## src/rtl/sort_pkg.sv

```systemverilog
// sort_pkg: shared types for the sorted stream collector and its order checker.
// Beat fields are held at a fixed maximum width so one struct serves every parameterisation.
package sort_pkg;
   localparam int SORT_KW_MAX = 32;
   localparam int SORT_IW_MAX = 16;
   typedef enum logic {S_COLLECT, S_DONE} state_t;
   typedef struct packed {
      logic [SORT_KW_MAX-1:0] key;
      logic [SORT_IW_MAX-1:0] index;
   } sort_beat_t;
   typedef struct packed {
      logic order;
      logic stability;
      logic index;
   } sort_err_t;
endpackage

```

## src/rtl/sort_order_checker.sv

```systemverilog
// sort_order_checker: combinational check of the current beat against the previous beat
// and the bitmap of indices already seen in this frame.
module sort_order_checker
   import sort_pkg::*;
#(
   parameter int N = 24
) (
   input  logic       first_i,
   input  logic [N-1:0] seen_i,
   input  sort_beat_t cur_i,
   input  sort_beat_t prev_i,
   output sort_err_t  err_o
);
   logic dup;
   always_comb begin
      dup = 1'b0;
      for (int i = 0; i < N; i++) dup = dup | (seen_i[i] && cur_i.index == SORT_IW_MAX'(i));
      err_o.order     = !first_i && cur_i.key < prev_i.key;
      err_o.stability = !first_i && cur_i.key == prev_i.key && cur_i.index <= prev_i.index;
      err_o.index     = cur_i.index >= SORT_IW_MAX'(N) || dup;
   end
endmodule

```

## src/rtl/sorted_stream_collector.sv

```systemverilog
// sorted_stream_collector: reassembles one sorted (key, index) frame into parallel vectors
// and flags ordering, stability and index faults. SORT_COLLECTOR_RANKS_EN builds out_ranks.
module sorted_stream_collector
   import sort_pkg::*;
#(
   parameter int NUMBER_OF_ELEMENTS = 24,
   parameter int KEY_WIDTH          = 8,
   parameter int OUTPUT_INDEX_WIDTH = 5
) (
   input  logic                                           clk,
   input  logic                                           rst,
   input  logic [KEY_WIDTH-1:0]                           axis_in_key,
   input  logic [OUTPUT_INDEX_WIDTH-1:0]                  axis_in_index,
   input  logic                                           axis_in_valid,
   output logic                                           axis_in_ready,
   output logic [NUMBER_OF_ELEMENTS*KEY_WIDTH-1:0]        out_keys,
   output logic [NUMBER_OF_ELEMENTS*OUTPUT_INDEX_WIDTH-1:0] out_indices,
   output logic [NUMBER_OF_ELEMENTS*OUTPUT_INDEX_WIDTH-1:0] out_ranks,
   output logic                                           out_valid,
   input  logic                                           out_ack,
   output logic                                           order_error,
   output logic                                           stability_error,
   output logic                                           index_error
);
   localparam int N  = NUMBER_OF_ELEMENTS;
   localparam int KW = KEY_WIDTH;
   localparam int IW = OUTPUT_INDEX_WIDTH;
   localparam logic [IW:0] LAST = (IW+1)'(N-1);
   state_t                  state_q, state_d;
   logic [IW:0]             count_q, count_d;
   logic [N-1:0]            seen_q, seen_d, hit;
   sort_err_t               err_q, err_d, chk;
   sort_beat_t              cur, prev_q;
   logic [N-1:0][KW-1:0]    keys_q;
   logic [N-1:0][IW-1:0]    idx_q;
   logic                    accept;
   assign axis_in_ready   = rst && state_q == S_COLLECT;
   assign accept          = axis_in_valid && axis_in_ready;
   assign cur             = '{key: SORT_KW_MAX'(axis_in_key), index: SORT_IW_MAX'(axis_in_index)};
   assign out_valid       = state_q == S_DONE;
   assign out_keys        = keys_q;
   assign out_indices     = idx_q;
   assign order_error     = err_q.order;
   assign stability_error = err_q.stability;
   assign index_error     = err_q.index;
   sort_order_checker #(.N(N)) u_chk (
      .first_i (count_q == '0),
      .seen_i  (seen_q),
      .cur_i   (cur),
      .prev_i  (prev_q),
      .err_o   (chk)
   );
   // Out-of-range indices decode to no bit, so they never touch seen or the rank array.
   always_comb begin
      hit = '0;
      for (int i = 0; i < N; i++) hit[i] = axis_in_index == IW'(i);
   end
   always_comb begin
      state_d = state_q;
      count_d = count_q;
      seen_d  = seen_q;
      err_d   = err_q;
      if (state_q == S_COLLECT) begin
         if (accept) begin
            count_d = count_q + (IW+1)'(1);
            seen_d  = seen_q | hit;
            err_d   = err_q | chk;
            state_d = count_q == LAST ? S_DONE : S_COLLECT;
         end
      end else if (out_ack) begin
         state_d = S_COLLECT;
         count_d = '0;
         seen_d  = '0;
         err_d   = '0;
      end
   end
   always_ff @(posedge clk) begin
      if (!rst) begin
         state_q <= S_COLLECT;
         count_q <= '0;
         seen_q  <= '0;
         err_q   <= '0;
         prev_q  <= '0;
         keys_q  <= '0;
         idx_q   <= '0;
      end else begin
         state_q <= state_d;
         count_q <= count_d;
         seen_q  <= seen_d;
         err_q   <= err_d;
         if (accept) begin
            prev_q <= cur;
            for (int i = 0; i < N; i++) begin
               if (count_q == (IW+1)'(i)) begin
                  keys_q[i] <= axis_in_key;
                  idx_q[i]  <= axis_in_index;
               end
            end
         end
      end
   end
`ifdef SORT_COLLECTOR_RANKS_EN
   logic [N-1:0][IW-1:0] ranks_q;
   always_ff @(posedge clk) begin
      if (!rst) ranks_q <= '0;
      else if (accept) begin
         for (int j = 0; j < N; j++) if (hit[j]) ranks_q[j] <= count_q[IW-1:0];
      end
   end
   assign out_ranks = ranks_q;
`else
   assign out_ranks = '0;
`endif
endmodule
```

## config.mk

```make
export PLATFORM = sky130hd
export DESIGN_NAME = sorted_stream_collector
export DESIGN_NICKNAME = d
export VERILOG_FILES = /design/src/rtl/sort_pkg.sv /design/src/rtl/sort_order_checker.sv /design/src/rtl/sorted_stream_collector.sv
export SDC_FILE = /design/constraint.sdc
export NUM_CORES = 1
export LEC_CHECK = 0
export CORE_MARGIN = 2
export CORE_UTILIZATION = 48
export DETAILED_ROUTE_END_ITERATION = 10
export PLACE_DENSITY = 0.84
export REMOVE_ABC_BUFFERS = 1
export SLEW_MARGIN = 5
export SYNTH_ARGS = -nofsm -noshare
export SYNTH_HDL_FRONTEND = slang
export SYNTH_HIERARCHICAL = 1
export SYNTH_SLANG_ARGS = --single-unit
```

## constraint.sdc

```tcl
create_clock -name clk -period 2.3 [get_ports clk]
set_input_delay 0.46 -clock clk [delete_from_list [all_inputs] [get_ports clk]]
set_output_delay 0.46 -clock clk [all_outputs]
set_load 0.02 [all_outputs]
```

# After elaboration in Yosys (flattened, before gate mapping)
# Cells that the tools add are included.
# W data, S select, Z words.
[totals] inputBits=17 latchBits=0 reg_bits=359 elab_cells=207 n_memories=0 ramBits=0 output_inout_bits=437 romBits=0
[op_classes] order_cmp=3 muxes=13 bitwise=26 n_addsub=1 n_eq_ne=48 mul=0 shift=0 reduce_logical=60 div=0
[op_table] op="$mux W24" count=3
[op_table] op="$reduce_and A2 Y1" count=25
[op_table] op="$eq A6 B4 Y1 const B" count=8
[op_table] op="$eq A6 B5 Y1 const B" count=8
[op_table] op="$eq A5 B4 Y1 const B" count=8
[op_table] op="$eq A5 B5 Y1 const B" count=8
[op_table] op="$logic_and A1 B1 Y1" count=29
[op_table] op="$eq A6 B3 Y1 const B" count=4
[op_table] op="$or A24 B24 Y24" count=1
[op_table] op="$or A1 B1 Y1" count=23
[op_table] op="$eq A5 B3 Y1 const B" count=4
[op_table] op="$mux W6" count=3
[op_table] op="$logic_not A16 Y1" count=1
[op_table] op="$eq A6 B2 Y1 const B" count=2
[op_table] op="$eq A5 B2 Y1 const B" count=2
[op_table] op="$mux W3" count=3
[op_table] op="$eq A8 B8 Y1" count=1
[op_table] op="$lt A8 B8 Y1" count=1
[op_table] op="$add A6 B1 Y6 const B" count=1
[op_table] op="$eq A6 B1 Y1 const B" count=1
[op_table] op="$logic_not A6 Y1" count=1
[op_table] op="$eq A5 B1 Y1 const B" count=1
[op_table] op="$ge A5 B5 Y1 const B" count=1
[op_table] op="$le A5 B5 Y1" count=1
[op_table] op="other kinds (8)" count=11

# Logic depth before layout (Yosys ltp)
# Gate-level depths: netlist of run 1.
[depth] depth_word=29 ltp_mapped=10 ltp_nobuf=9

# Cells and area by module
# The synthesis of run 1 kept the hierarchy.
[modules_own_cells] mod="sorted_stream_collector" area_per_inst_um2=14104.8 cells_per_inst=1409 instances=1 seq_area_each_um2=7186.9
[modules_own_cells] mod="sort_order_checker" area_per_inst_um2=1476.4 cells_per_inst=201 instances=1 seq_area_each_um2=0.0

# Worst setup path after synthesis of run 1
# Ideal clock, no wire load.
[synth_path] path_kind="in2out" from="input port rst" to="output port axis_in_ready" path_slack_ps=158 path_stages=5 t_arrival_ps=1682 t_required_ps=1840 cell_sequence="buf_2 -> buf_2 -> clkbuf_1 -> clkbuf_1 -> nor2b_1"
[synth_via] elab_chain_cells=1
[synth_lines] item="from (decl)" line="sorted_stream_collector.sv:11" text="input logic rst,"
[synth_lines] item="$logic_and A1 B1 Y1" line="sorted_stream_collector.sv:37" text="assign axis_in_ready = rst && state_q == S_COLLECT;"
[synth_lines] item="to (decl)" line="sorted_stream_collector.sv:15" text="output logic axis_in_ready,"
# No other way between the ends.

==> results of run 1 <==
## flip-flops by register name, summed over array words and instances (netlist names)
name,flops
count_q,6
index_error,1
order_error,1
out_indices,120
out_keys,192
out_valid,1
prev_q,13
seen_q,24
stability_error,1
## synth_stat cells, drive strengths merged, types with 2 or more instances
cell	number
nor4	5
a2111o	3
nand3b	3
and2	2
nor4bb	2
o2111ai	2
o211ai	3
buf	165
mux4	4
a21oi	24
mux2i	315
nor4b	3
o21ai	28
and3	8
nand2	398
a22o	3
ha	52
nor2b	6
inv	57
nor3	2
nand2b	4
nand3	29
o21a	2
a21boi	9
nor2	12
a21o	4
clkbuf	69
dfxtp	359
nand4b	4
nand4	11
a31oi	2
## final cells by class
class                      count  area [um^2]
inverter                      57          214
tap                          435          544
fill                        2440        11000
clock buffer                  52         1080
multi-input combinational   1160         7470
sequential                   359         7190
timing repair buffer         413         4130
clock inverter                16          224
## through the flow
| stage | std cells | hold WS [ns] | TNS (ns) | utilization (%) | setup WS (ns) |
|---|---|---|---|---|---|
| after floorplan | 1576 | 0.417 | -7.19 | - | -0.205 |
| after global placement | 2424 | 0.428 | -0.388 | 61.4 | -0.286 |
| after detailed placement | 2424 | 0.436 | -0.346 | 61.4 | -0.266 |
| after CTS | 2492 | 0.240 | 0 | 65.6 | 0.0201 |
| after global routing | 2492 | 0.262 | 0 | 65.6 | 0.0862 |
| final | 2492 | 0.252 | 0 | 65.6 | 0.111 |
## cell usage in the layout, fill, tap and decap left out, drive strengths merged, types with 2 or more instances in the layout
cell type,count
nand3b,3
a21oi,24
inv,59
bufinv,4
and3,8
nor4,5
clkinv,6
a2111o,3
a31oi,2
o211ai,3
o21ai,28
nor3,2
mux4,4
nor2,12
dfxtp,359
a21boi,9
clkinvlp,4
nand4b,4
o2111ai,2
clkdlybuf4s50,332
mux2i,315
conb,201
nand2,398
o21a,2
nor4b,3
a22o,3
nor2b,6
ha,52
nand4,11
a21o,4
nor4bb,2
buf,81
nand3,29
and2,2
clkbuf,52
nand2b,4
## per-layer routing
layer / track usage (%) / routed length (um) / share of wire (%) / up-vias
met2: 44.9 / 21900 / 48 / 513
met4: 10.4 / 1710 / 3.7 / 0
met3: 7.31 / 3620 / 7.9 / 97
li1: - / - / - / 5866
met1: 31.4 / 18400 / 40 / 5998
met5: 0 / 0 / 0 / -
## what timing repair did
action	4_1_cts	5_1_grt
gates resized for setup	0	1
endpoints found under the hold margin	0	0
endpoints found under the setup margin	0	2
## worst min path at each step
| stage | slack (ns) | start | to | depth (start not counted) |
|---|---|---|---|---|
| 6_report | 0.25 | rst | out_valid$_SDFF_PN0_ | 2 |
| 5_1_grt | 0.26 | rst | out_valid$_SDFF_PN0_ | 2 |
| 4_1_cts | 0.24 | rst | out_valid$_SDFF_PN0_ | 2 |
| 3_5_place_dp | 0.44 | seen_q[9]$_SDFFE_PN0P_ | seen_q[9]$_SDFFE_PN0P_ | 2 |
| 3_3_place_gp | 0.43 | seen_q[6]$_SDFFE_PN0P_ | seen_q[6]$_SDFFE_PN0P_ | 2 |
| 2_1_floorplan | 0.42 | seen_q[1]$_SDFFE_PN0P_ | seen_q[1]$_SDFFE_PN0P_ | 2 |
## cell families (layout without fill, tap and decap cells)
group	count (synthesis)	after routing	share of synthesized area, %
AOI/OAI and AO/OA	91	91	3.73
adders and majority gates	52	52	4.18
and+or+nand+nor	496	496	14.1
DFF	359	359	46.1
buffers and inverters	291	538	10.8
other	1	201	0.0241
muxes	320	320	21.0
## worst register-to-register path, stage by stage, from the launching register on
cell and delay (ns):
dfxtp_1 0.33, inv_1 0.06, ha_1 0.29, a21oi_1 0.18, o21ai_0 0.17, a221o_1 0.36, o311ai_1 0.30, and3_1 0.19
o21ai_0 0.09, a21oi_1 0.15
## where the power goes
| group | total [mW] | internal, mW | leakage [nW] | switching (mW) |
|---|---|---|---|---|
| Sequential | 6.29 | 6.26 | 2.90 | 0.0269 |
| Clock | 6.38 | 3.79 | 0.631 | 2.59 |
| Combinational | 1.03 | 0.295 | 5.26 | 0.732 |
==> results.md, run 1 <==
- Status: finished clean
- Worst R2R Start: prev_q[23]$_SDFFE_PN0P_
- Main synth FF type: dfxtp_1
- Synth area leader: dfxtp_1
- Clock sink count: 359
- Max-Slew Margin vs Limit: 43.6%
- Max_cap viols: 0
- Die height: 184 um
- RSZ-0062 raised after global routing: no
- Dpl hpwl: 31500 um
- Avg WL per Cell: 18.3 um
- Max Slew Vio Count: 0
- Area growth, synth to finish: 33.8%
- Fin area: 0.0208 mm^2
- Hold Crit Class: in2reg
- R2r setup slk: 0.13 ns
- Total setup buffers inserted after CTS: 0
- Port Buffers: 333
- Die Width: 184 um
- # DRC: 0
- Initial antenna violation count: 0
- H-tree level count: 2
- Actual slew at the worst max-slew pin: 0.846 ns
- First-pass GRT wire length: 69400 um
- Total die area: 0.0339 mm^2
- Fmax: 0.457 GHz
- Crit. Startpoint: axis_in_key[7]
- Pwr Total: 13.7 mW
- Largest fanout on the critical path: 2
- FFs w/ async S/R, synth: 0%
- Grt total ovfl: 0
- Cells after Synth: 1610
- Root Buffer: clkbuf_16
- Max IR drop VDD: 0.000543 V
- Crit path DAT: 2.64 ns
- Finish-stage setup viols: 0
- Hold_buf cts: 0
- Fin nets: 2098
- Gpl congestion: 0.844
- CP max stage delay: 0.43 ns
- Largest net degree at the start of global routing: 195
- Final ANT Viol Nets: 0
- Reg clk slew, reported paths: 0.07 ns
- Seq/Total Area, Yosys: 46.1%
- Syn Std Cell Area: 0.0156 mm^2
- Leakage power: 8.79 nW
- Critical path capture point: order_error$_SDFFE_PN0P_
- CP endpoint kind: register
- Later-pin clock latency in the skew report: 0.53 ns
- Vias in the first global route: 12451
- Worst Setup Path Type: in2reg
- Slowest CP cell: clkdlybuf4s50_1
- Post-synth top area share: 46.1%
- Site row count: 65
- Critical path depth: 9
- Routed wire length: 45600 um
- Largest delay contributor family on the critical path: compound AO/OA/AOI/OAI gates
- Total GRT Usage: 26.3%
- Vias: 12474
- Clk_skew: 0.0215 ns
- Final Cycle Share: 95.2%
- Final Critical Period: 2.19 ns
- Share of cells above drive strength 1: 8.22%
- Post-synth EDFFs: 0
- N_diodes: 0
- Reg2Reg Depth: 9
- Hold Violations, Final: 0
- FF+latch count, synth: 359
- Critical Path, Cell by Cell: clkdlybuf4s50_1, ha_1, a21oi_1, o21ai_0, a221o_1, o311ai_1, and3_1, o21ai_0, a21oi_1
- Total CTS buffers: 38
- Synth area leaders: dfxtp_1, mux2i_1, nand2_1, buf_4, ha_1
- CP Data Required Time: 2.75 ns
- Synth unique cells: 61
- Initial core utilization: 49.0%
- CTS tree: yes
- Floorplan core area: 0.0318 mm^2
- Pwr per Cell Area: 657 mW/mm^2
- Pre-Repair DR Iteration Count: 6
- Via density: 5.01
- CP Launch Type: primary input
- YS warnings: 6
- Worst reg2reg path endpoint: order_error$_SDFFE_PN0P_
- Iter 0 DRT Violations: 552
- Dpl cell area: 0.0195 mm^2
- Ports: 454
- Clock buffer depth: 3
- WP buf/inv: 1
- Syn_area_per_cell: 9.68 um^2
No activity file was read; power rests on OpenSTA's default activity.
==> run 2, diff against run 1 <==
Settings changed: ABC_CLOCK_PERIOD_IN_PS set to 2600, CORE_UTILIZATION 48 to 52, PLACE_DENSITY 0.84 to 0.9.
Clock period 2.3 ns to 2.6 ns, I/O delays scaled along.
==> results.md, run 2 (synthesis results as in run 1) <==
- Status: finished clean
- Gpl congestion: 0.842
- Leakage power: 8.65 nW
- Floorplan core area: 0.0296 mm^2
- Max reg flops: 192
- PostCTS Resize Cnt: 0
- Clock buffer depth: 3
- Iter 0 DRT Violations: 538
- Clk_skew: 0.0208 ns
- Max IR drop VDD: 0.000560 V
- Pre-Repair DR Iteration Count: 5
- Port Buffers: 333
- Max-Slew Margin vs Limit: 30.0%
- Root Buffer: clkbuf_16
- Finish-stage setup viols: 0
- Later-pin clock latency in the skew report: 0.53 ns
- Pre-CTS setup slack: -0.0354 ns
- Final Critical Period: 2.37 ns
- N_diodes: 0
- Crit path DAT: 1.85 ns
- Largest net degree at the start of global routing: 228
- Pwr per Cell Area: 581 mW/mm^2
- Pwr Total: 11.9 mW
- Max_cap viols: 0
- Post-Route Setup TNS: 0 ns
- DP Cell Count: 2359
- Total setup buffers inserted after CTS: 0
- Die Width: 177 um
- Site row count: 63
- Hold Crit Class: reg2reg
- H-tree level count: 2
- Final worst slack: 0.233 ns
- Total GRT Usage: 28.3%
- Total die area: 0.0314 mm^2
- Hold Violations, Final: 0
- Reg clk slew, reported paths: 0.06 ns
- CP Launch Type: register
- Dpl cell area: 0.0192 mm^2
- Routed wire length: 46100 um
- Vias: 12513
- Total CTS buffers: 38
- Share of cells above drive strength 1: 7.02%
- # DRC: 0
- Die height: 177 um
- Area growth, synth to finish: 31.4%
- Final Util: 69.2%
- Largest fanout on the critical path: 12
- Final ANT Viol Nets: 0
- Fmax: 0.422 GHz
- CP endpoint kind: output port
- Hold Slack: 0.448 ns
- Vias in the first global route: 12457
- Finished Layout Cells: 2426
- Dpl hpwl: 30500 um
- CP Data Required Time: 2.08 ns
- Max Slew Vio Count: 0
- Most common cell after layout, fill and taps aside: nand2_1
- Fin area: 0.0205 mm^2
- RSZ-0062 raised after global routing: no
- Actual slew at the worst max-slew pin: 1.05 ns
- First-pass GRT wire length: 68900 um
- Ports: 454
- Clock sink count: 359
- Initial antenna violation count: 0
- CTS tree: yes
- Commonest cells after routing, fill and taps aside: nand2_1, dfxtp_1, clkdlybuf4s50_1
- Avg WL per Cell: 19.0 um
- Worst Setup Path Type: reg2out
- Via density: 5.16
- Grt total ovfl: 0
- Fin nets: 2078
- Initial core utilization: 52.7%
- Hold_buf cts: 0
- Final Cycle Share: 91.0%
==> run 2: cell types whose count changed in the layout (fill, tap and decap cells not counted), moves of 2 or more <==
cell        delta
clkbuf_16      +2
bufinv_16      -3
buf_4         -10
clkbuf_1       +3
clkinvlp_4     -3
buf_12        -10
==> run 2: layer usage <==
layer,vias to the layer above,global-route usage [%],part of all wire [%]
met4,0,14.2,4.8
met2,548,48.2,48
li1,5830,-,-
met5,-,0,0
met1,5996,32.2,38
met3,139,8.38,8.4
==> run 2: cell type report <==
cell class,count,area (um^2)
Clock buffer,58,1160
Clock inverter,9,105
Fill cell,2125,9090
Inverter,57,214
Multi-Input combinational cell,1160,7460
Sequential cell,359,7190
Tap cell,390,488
Timing Repair Buffer,393,3850
==> run 2: critical path, cell delays in order (launching register included) <==
cell,delay (ns)
dfxtp_1,0.40
nor2b_1,0.26
clkdlybuf4s50_1,0.66
==> run 2: worst paths after layout <==
| check | from | endpoint | slack, ns | cells past startpoint |
|---|---|---|---|---|
| hold reg to reg | seen_q[5]$_SDFFE_PN0P_ | seen_q[5]$_SDFFE_PN0P_ | 0.45 | 2 |
| hold / removal | seen_q[5]$_SDFFE_PN0P_ | seen_q[5]$_SDFFE_PN0P_ | 0.45 | 2 |
| setup / recovery | out_valid$_SDFF_PN0_ | axis_in_ready | 0.23 | 2 |
| setup reg to reg | count_q[0]$_SDFFE_PN0P_ | stability_error$_SDFFE_PN0P_ | 0.52 | 8 |
==> run 2: report_power, final <==
group / total (mW) / switching (mW) / internal (mW)
combinational: 0.888 / 0.642 / 0.247
sequential: 5.56 / 0.0246 / 5.54
clock: 5.44 / 2.25 / 3.19
